--- src/rtl/preset_sequencer.sv ---
// preset_sequencer: syncs and debounces 5 buttons and 2 switches, arbitrates presses by fixed priority, and owns the 3-bit preset state
module preset_sequencer #(
    parameter int DEBOUNCE_CYCLES = 4
) (
    input  logic       clk,
    input  logic       rst,
    input  logic       btnU,
    input  logic       btnL,
    input  logic       btnR,
    input  logic       btnD,
    input  logic       btnC,
    input  logic [1:0] sw,
    output logic [2:0] state,
    output logic       cmd_pulse,
    output logic [2:0] cmd_id,
    output logic [6:0] pending
);
    localparam int CW = $clog2(DEBOUNCE_CYCLES + 1);
    localparam logic [CW-1:0] CNT_ONE = CW'(1);
    localparam logic [CW-1:0] CNT_LIM = CW'(DEBOUNCE_CYCLES);

    logic [6:0]    raw, sync1_q, sync2_q, db_q, db_d, dbp_q, press;
    logic [CW-1:0] cnt_q [7];
    logic [CW-1:0] cnt_d [7];
    logic [6:0]    pending_q, pending_d;
    logic [2:0]    state_q, state_d, gid, fwd, back, cmd_id_q;
    logic [3:0]    ext;
    logic          cmd_pulse_q;

    assign raw       = {sw[1], sw[0], btnU, btnL, btnR, btnD, btnC};
    assign press     = db_q & ~dbp_q;
    assign ext       = {1'b0, state_q};
    assign fwd       = 3'((ext + 4'd1) % 4'd5);
    assign back      = 3'((ext + 4'd4) % 4'd5);
    assign pending_d = (pending_q & ~(7'd1 << gid)) | press;
    assign state     = state_q;
    assign cmd_pulse = cmd_pulse_q;
    assign cmd_id    = cmd_id_q;
    assign pending   = pending_q;

    // Debounce: a level is accepted only after DEBOUNCE_CYCLES consecutive differing samples
    always_comb begin
        for (int i = 0; i < 7; i++) begin
            db_d[i]  = db_q[i];
            cnt_d[i] = '0;
            if (sync2_q[i] != db_q[i]) begin
                if (cnt_q[i] + CNT_ONE == CNT_LIM) db_d[i] = sync2_q[i];
                else cnt_d[i] = cnt_q[i] + CNT_ONE;
            end
        end
    end

    // Lowest pending index wins: C > D > R > L > U > FWD > BACK
    always_comb begin
        gid = 3'd0;
        for (int i = 6; i >= 0; i--) if (pending_q[i]) gid = 3'(i);
    end

    // Preset value written by the granted command
    always_comb begin
        state_d = state_q;
        if (|pending_q) begin
            case (gid)
                3'd0:    state_d = 3'd0;
                3'd1:    state_d = 3'd6;
                3'd2:    state_d = 3'd1;
                3'd3:    state_d = 3'd2;
                3'd4:    state_d = 3'd5;
                3'd5:    state_d = fwd;
                default: state_d = back;
            endcase
        end
    end

    // Register synchronizers, debouncers, pending set and arbiter outputs
    always_ff @(posedge clk) begin
        if (rst) begin
            sync1_q     <= '0;
            sync2_q     <= '0;
            db_q        <= '0;
            dbp_q       <= '0;
            cnt_q       <= '{default: '0};
            pending_q   <= '0;
            state_q     <= '0;
            cmd_pulse_q <= 1'b0;
            cmd_id_q    <= '0;
        end else begin
            sync1_q     <= raw;
            sync2_q     <= sync1_q;
            db_q        <= db_d;
            dbp_q       <= db_q;
            cnt_q       <= cnt_d;
            pending_q   <= pending_d;
            state_q     <= state_d;
            cmd_pulse_q <= |pending_q;
            if (|pending_q) cmd_id_q <= gid;
        end
    end
endmodule
--- config.mk ---
export PLATFORM = sky130hd
export DESIGN_NAME = preset_sequencer
export DESIGN_NICKNAME = d
export VERILOG_FILES = /design/src/rtl/preset_sequencer.sv
export SDC_FILE = /design/constraint.sdc
export NUM_CORES = 1
export LEC_CHECK = 0
export BUFFER_PORTS_ARGS = -buffer_cell sky130_fd_sc_hd__buf_2
export CORE_MARGIN = 4
export CORE_UTILIZATION = 50
export CTS_CLUSTER_SIZE = 10
export DETAILED_ROUTE_END_ITERATION = 16
export GPL_ROUTABILITY_DRIVEN = 1
export PLACE_DENSITY = 0.69
export SYNTH_ARGS = -nofsm -noshare
export SYNTH_HDL_FRONTEND = slang
export SYNTH_SLANG_ARGS = --single-unit
--- constraint.sdc ---
create_clock -name clk -period 4.5 [get_ports clk]
set_input_delay 0.45 -clock clk [delete_from_list [all_inputs] [get_ports clk]]
set_output_delay 0.45 -clock clk [all_outputs]
set_load 0.02 [all_outputs]
# Word-level counts from Yosys, hierarchy flattened
# Cells that the tools add are included.
[classes]
mux = 8
addsub = 9
n_shift = 1
bitwise_logic = 12
n_eq_ne = 19
reduce_logical = 16
n_div = 2
[ops]
columns = ["cell", "n"]
rows = [
  ["$eq 3x3->1 const B", 9],
  ["$add 3x1->3 const B", 7],
  ["$mux 3", 7],
  ["$reduce_or 3->1", 7],
  ["$pmux 3 s6", 1],
  ["$and 7x7->7", 2],
  ["$not 7->7", 2],
  ["$reduce_and 2->1", 7],
  ["$mod 4x3->4 const B", 2],
  ["$ne 1x1->1", 7],
  ["$not 1->1", 7],
  ["$or 7x7->7", 1],
  ["$reduce_or 7->1", 1],
  ["$shl 1x3->7 const A", 1],
  ["$eq 3x2->1 const B", 2],
  ["$add 3x1->4 const B", 1],
  ["$add 3x3->4 const B", 1],
  ["$eq 3x1->1 const B", 1],
  ["$logic_not 3->1", 1],
]
[totals]
word_cells = 88
ff_bits = 63

# Logic depth before layout (Yosys ltp)
[logic_depth]
depth_word = 11
depth_mapped = 18
depth_no_buf = 16

# Least setup slack after synthesis
# OpenSTA, ideal clock, no wires.
[synth_path]
path_type = "reg-to-reg"
startpoint = "register pending_q[2] (netlist: pending[2])"
endpoint = "register state_q[1] (netlist: state[1])"
arrival_ps = 3773
slack_ps = 640
period_less_slack_ps = 3860
path_stages_with_launch = 19
path_cell_list = "dfxtp_1 > buf_6 > or4_1 > buf_2 > nor2_1 > mux2i_1 > inv_1 > ha_1 > nor3b_1 > a2bb2oi_1 > o21ai_0 > xnor2_1 > ha_1 > nand2b_1 > and2_1 > o21ai_0 > o211ai_1 > mux2_2 > o31ai_1"
[synth_via]
elab_chain_cells = 5
word_cells_on_any_way = 11
classes_between = "eq/ne (5); mux (4); reduce/logical (2)"
[synth_lines]
columns = ["element", "line_no", "rtl"]
rows = [
  ["start, declared", "25", "logic [6:0] pending_q, pending_d;"],
  ["start signal, assigned", "93", "pending_q <= pending_d;"],
  ["$mux 3 (3 in series)", "56", "for (int i = 6; i >= 0; i--) if (pending_q[i]) gid = 3'(i);"],
  ["$eq 3x3->1, or another cell as far along", "63", "case (gid)"],
  ["$pmux 3 s6", "63", ""],
  ["end signal, assigned", "94", "state_q <= state_d;"],
  ["end, declared", "26", "logic [2:0] state_q, state_d, gid, fwd, back, cmd_id_q;"],
]
# Parallel ways exist; a longest one is shown, timed or not.
# A chain may end at the register's enable or synchronous reset.

# Worst setup path in the final report
[layout_path]
startpoint = "register pending_q[3] (netlist: pending[3])"
endpoint = "register state_q[1] (netlist: state[1])"
[layout_via]
elab_chain_cells = 6
word_cells_on_any_way = 12
classes_between = "eq/ne (5); mux (5); reduce/logical (2)"
[layout_lines]
columns = ["element", "line_no"]
rows = [
  ["$mux 3 (4 in series)", "56"],
  ["$eq 3x3->1, or another cell as far along", "63"],
  ["$pmux 3 s6", "63"],
]
# Parallel ways exist; a longest one is shown, timed or not.

==> implementation parameters <==
Parameter                              Value

Status
  Outcome    finished clean

Timing
  Final setup violation count    0
  Hold Violations, Final    0
  Final Max Tran Viols    0
  Fmax    249 MHz
  Fin Setup TNS    0 ns
  Setup repair after global routing missed its margin    false
  Tmin final    4.02 ns
  Part of the cycle the worst path needs    0.893
  Final setup skew    0.00443 ns
  Least-Margin Pin Slew    0.835 ns
  Slew margin rel.    0.444

Pwr
  Total power    1050 uW
  PwrDens    355 nW/um2
  Lkg Pwr    0.00136 uW
  Part of the power in registers    0.541
  Relative contribution of the clock network to total power    0.440
  Internal power contribution    842 uW
  Switching part of the total    0.199
  Worst ir drop on vdd    0.256 mV
  Logic gate share of total power    0.019
  Net Switching    209 uW

Setup path
  Max Fanout on Critical Path    8
  Data arrival, critical path    4.26 ns
  Crit start category    flip-flop
  Required time at the worst-slack endpoint    4.74 ns
  Category of the worst setup path capture point    flip-flop
  Type of the worst setup path    reg2reg

Min path
  Hold Crit Class    in2reg

Placement
  Final weighted congestion in routability-driven placement    0.804
  Count of buffers inserted at the top-level ports    22
  HPWL after detailed placement    3.04 mm
  Placed Instances    357

Synth
  Flops & latches, synth    63
  Adder-cell area share of the yosys netlist    0.0911
  Proportion of register bits with asynchronous set or reset after synthesis    0
  Fraction of synthesized cell area taken by the top area cell type    0.483
  Top cells by area in the synthesized netlist    sky130_fd_sc_hd__dfxtp_1, sky130_fd_sc_hd__ha_1, sky130_fd_sc_hd__nor2b_1, sky130_fd_sc_hd__nand2_1, sky130_fd_sc_hd__nor2_1
  Share of synthesized area occupied by flip-flops and latches    0.483
  Prevailing post-synth register cell    sky130_fd_sc_hd__dfxtp_1
  Synthesis warning total    0
  Post-synthesis mux area share    0.00815
  Simple logic cell fraction of the synthesized area    0.235
  Average cell area after synthesis    9.56 um2
  Count of flip-flops with a built-in enable after synthesis    0
  Cell type with the highest aggregate area in the netlist    sky130_fd_sc_hd__dfxtp_1
  Number of distinct library cells after synthesis    40
  Largest family of logic cells by synthesized area    simple AND/OR/NAND/NOR gates
  Syn Nets    301
  Post-synth top cells    sky130_fd_sc_hd__dfxtp_1, sky130_fd_sc_hd__nand2_1, sky130_fd_sc_hd__nor2b_1
  Instance count of the mapped netlist    273
  Share of the synthesized netlist area taken by xor and xnor gates    0.0570
  Most repeated cell in the gate-level netlist after synthesis    sky130_fd_sc_hd__dfxtp_1
  Area of the mapped netlist    2610 um2
  Compound-cell area share of the yosys netlist    0.105

Layout
  Count of non-filler cells in the finished layout    373
  Ant diodes    0
  Number of inserted filler cells in the final layout    460
  Synthesis-to-finish area growth    13.4%
  Share of final-layout standard cells stronger than drive strength 1    0.132
  Final layout net count    326

CTS
  CTS buffer count    9
  Clock network latency to the later pin of the worst-skew pair    0.33 ns
  Post-cts resize count    0
  # Post-CTS Setup Buffers    0
  Max clock buf depth    2
  Number of buffers added to fix hold violations after cts    0
  CTS HTree Levels    3
  Root buf cell    sky130_fd_sc_hd__clkbuf_8
  Clock tree sinks    63
  CTS tree    done
  Clock-pin slew reported for the worst setup and hold paths after clock tree synthesis    0.06 ns

Job
  Max-cap check violation count    0

GRT
  Number of global-route vias before repair    1,702
  GRT Util Overall    0.152
  First-pass GRT wire length    7.48 mm
  Pin count of the biggest net entering global routing    49
  Grt total ovfl    0
  Initial antenna violation count    0

Detailed routing
  Final routed DRC violation total    0
  Number of detailed-routing iterations run before antenna repair    4
  Routed via count divided by cell count    4.96
  Via total after detailed routing    1,851
  Wire per inst    11.7 um
  Wire length after detailed routing    4.38 mm
  First DRT Iteration DRCs    90
  Remaining antenna violation count after routing    0

Floorplan
  Floorplan die height    80.3 um
  Die footprint    6440 um2
  Initial standard-cell utilization of the core    0.514
  Die Span X    80.3 um
  Number of core rows    26
  Area inside the core boundary    5070 um2
  I/O pins    23
[worst max-delay path, cell delays in order, from the launching register on]
cell                        delay [ns]
sky130_fd_sc_hd__dfxtp_1          0.37
sky130_fd_sc_hd__or4_1            0.67
sky130_fd_sc_hd__nor2_1           0.27
sky130_fd_sc_hd__mux2i_1          0.35
sky130_fd_sc_hd__inv_1            0.08
sky130_fd_sc_hd__ha_1             0.20
sky130_fd_sc_hd__nor3b_1          0.17
sky130_fd_sc_hd__a2bb2oi_1        0.11
sky130_fd_sc_hd__o21ai_0          0.20
sky130_fd_sc_hd__xnor2_1          0.20
sky130_fd_sc_hd__ha_1             0.26
sky130_fd_sc_hd__nand2b_1         0.08
sky130_fd_sc_hd__and2_1           0.15
sky130_fd_sc_hd__o21ai_0          0.16
sky130_fd_sc_hd__o211ai_1         0.17
sky130_fd_sc_hd__mux2_2           0.31
sky130_fd_sc_hd__o31ai_1          0.17
[cells in the final DEF (no fill, tap or decap), types with 2 or more instances in the layout]
cell	count
sky130_fd_sc_hd__dfxtp_1	63
sky130_fd_sc_hd__nand2_1	27
sky130_fd_sc_hd__nor2b_1	27
sky130_fd_sc_hd__nor2_1	25
sky130_fd_sc_hd__buf_2	22
sky130_fd_sc_hd__ha_1	19
sky130_fd_sc_hd__a21oi_1	15
sky130_fd_sc_hd__and3_1	14
sky130_fd_sc_hd__xnor2_1	10
sky130_fd_sc_hd__clkbuf_8	10
sky130_fd_sc_hd__nand3_1	8
sky130_fd_sc_hd__nand2b_1	7
sky130_fd_sc_hd__xor2_1	7
sky130_fd_sc_hd__o21ai_0	6
sky130_fd_sc_hd__o31ai_1	4
sky130_fd_sc_hd__nor3_1	4
sky130_fd_sc_hd__clkinv_2	3
sky130_fd_sc_hd__and2_1	2
sky130_fd_sc_hd__inv_1	2
sky130_fd_sc_hd__o211ai_1	2
sky130_fd_sc_hd__o21bai_1	2
sky130_fd_sc_hd__a2111oi_1	2
sky130_fd_sc_hd__clkbuf_1	2
[cells by family (layout without fill, tap and decap cells)]
family                     after synthesis  in the layout
DFF                                     63             63
buffers and inverters                   11             41
and+or+nand+nor                        120            120
muxes                                    2              2
xor gates and xnor gates                17             17
adders and majority gates               19             19
AOI/OAI and AO/OA                       41             41
[per-layer routing]
layer,GRT usage,routed length [um]
met2,0.236,2050
met3,0.0572,197
met1,0.185,2050
met4,0.0743,83
met5,0,0
[power groups by stage]
stage | Clock, uW | Combinational (uW) | Sequential (uW)
finish | 463 | 19.7 | 569
global placement | 0 | 19.4 | 582
detailed placement | 0 | 20.0 | 582
global route | 504 | 22.8 | 570
floorplan | 0 | 14.4 | 581
CTS | 481 | 20.1 | 569
[stage by stage]
stage,util,cell area [um2],worst slack [ns],hold slack (ns)
detailed placement,0.546,2770,0.506,0.374
global route,0.583,2960,0.0404,0.321
CTS,0.583,2960,0.476,0.311
floorplan,-,2610,0.640,0.367
global placement,0.546,2770,0.584,0.373
finish,0.583,2960,0.482,0.328
[registers in the layout (all words and copies together), names as in the netlist]
signal,flops
cmd_id,3
cmd_pulse,1
dbp_q,7
sync2_q,7
db_q,7
cnt_q,21
state,3
sync1_q,7
pending,7
[path summary, 6_finish.rpt]
| path | depth (start not counted) | slack [ns] | to | start |
|---|---|---|---|---|
| worst min register to register | 1 | 0.38 | pending[0]$_SDFF_PP0_ | dbp_q[0]$_SDFF_PP0_ |
| worst max register to register | 16 | 0.48 | state[1]$_SDFFE_PP0P_ | pending[3]$_SDFF_PP0_ |
| worst max-delay path | 16 | 0.48 | state[1]$_SDFFE_PP0P_ | pending[3]$_SDFF_PP0_ |
| worst min-delay path | 2 | 0.33 | sync1_q[3]$_SDFF_PP0_ | btnL |
[cell type report]
type | count | area (um2) | share of cell area
Inverter | 2 | 7.51 | 0.00254
Clock inverter | 4 | 45.0 | 0.0152
Tap cell | 70 | 87.6 | 0.0296
Timing Repair Buffer | 23 | 118 | 0.0397
Clock buffer | 12 | 145 | 0.0490
Sequential cell | 63 | 1260 | 0.426
Multi-Input combinational cell | 199 | 1300 | 0.438
No activity file was read; power rests on OpenSTA's default activity.
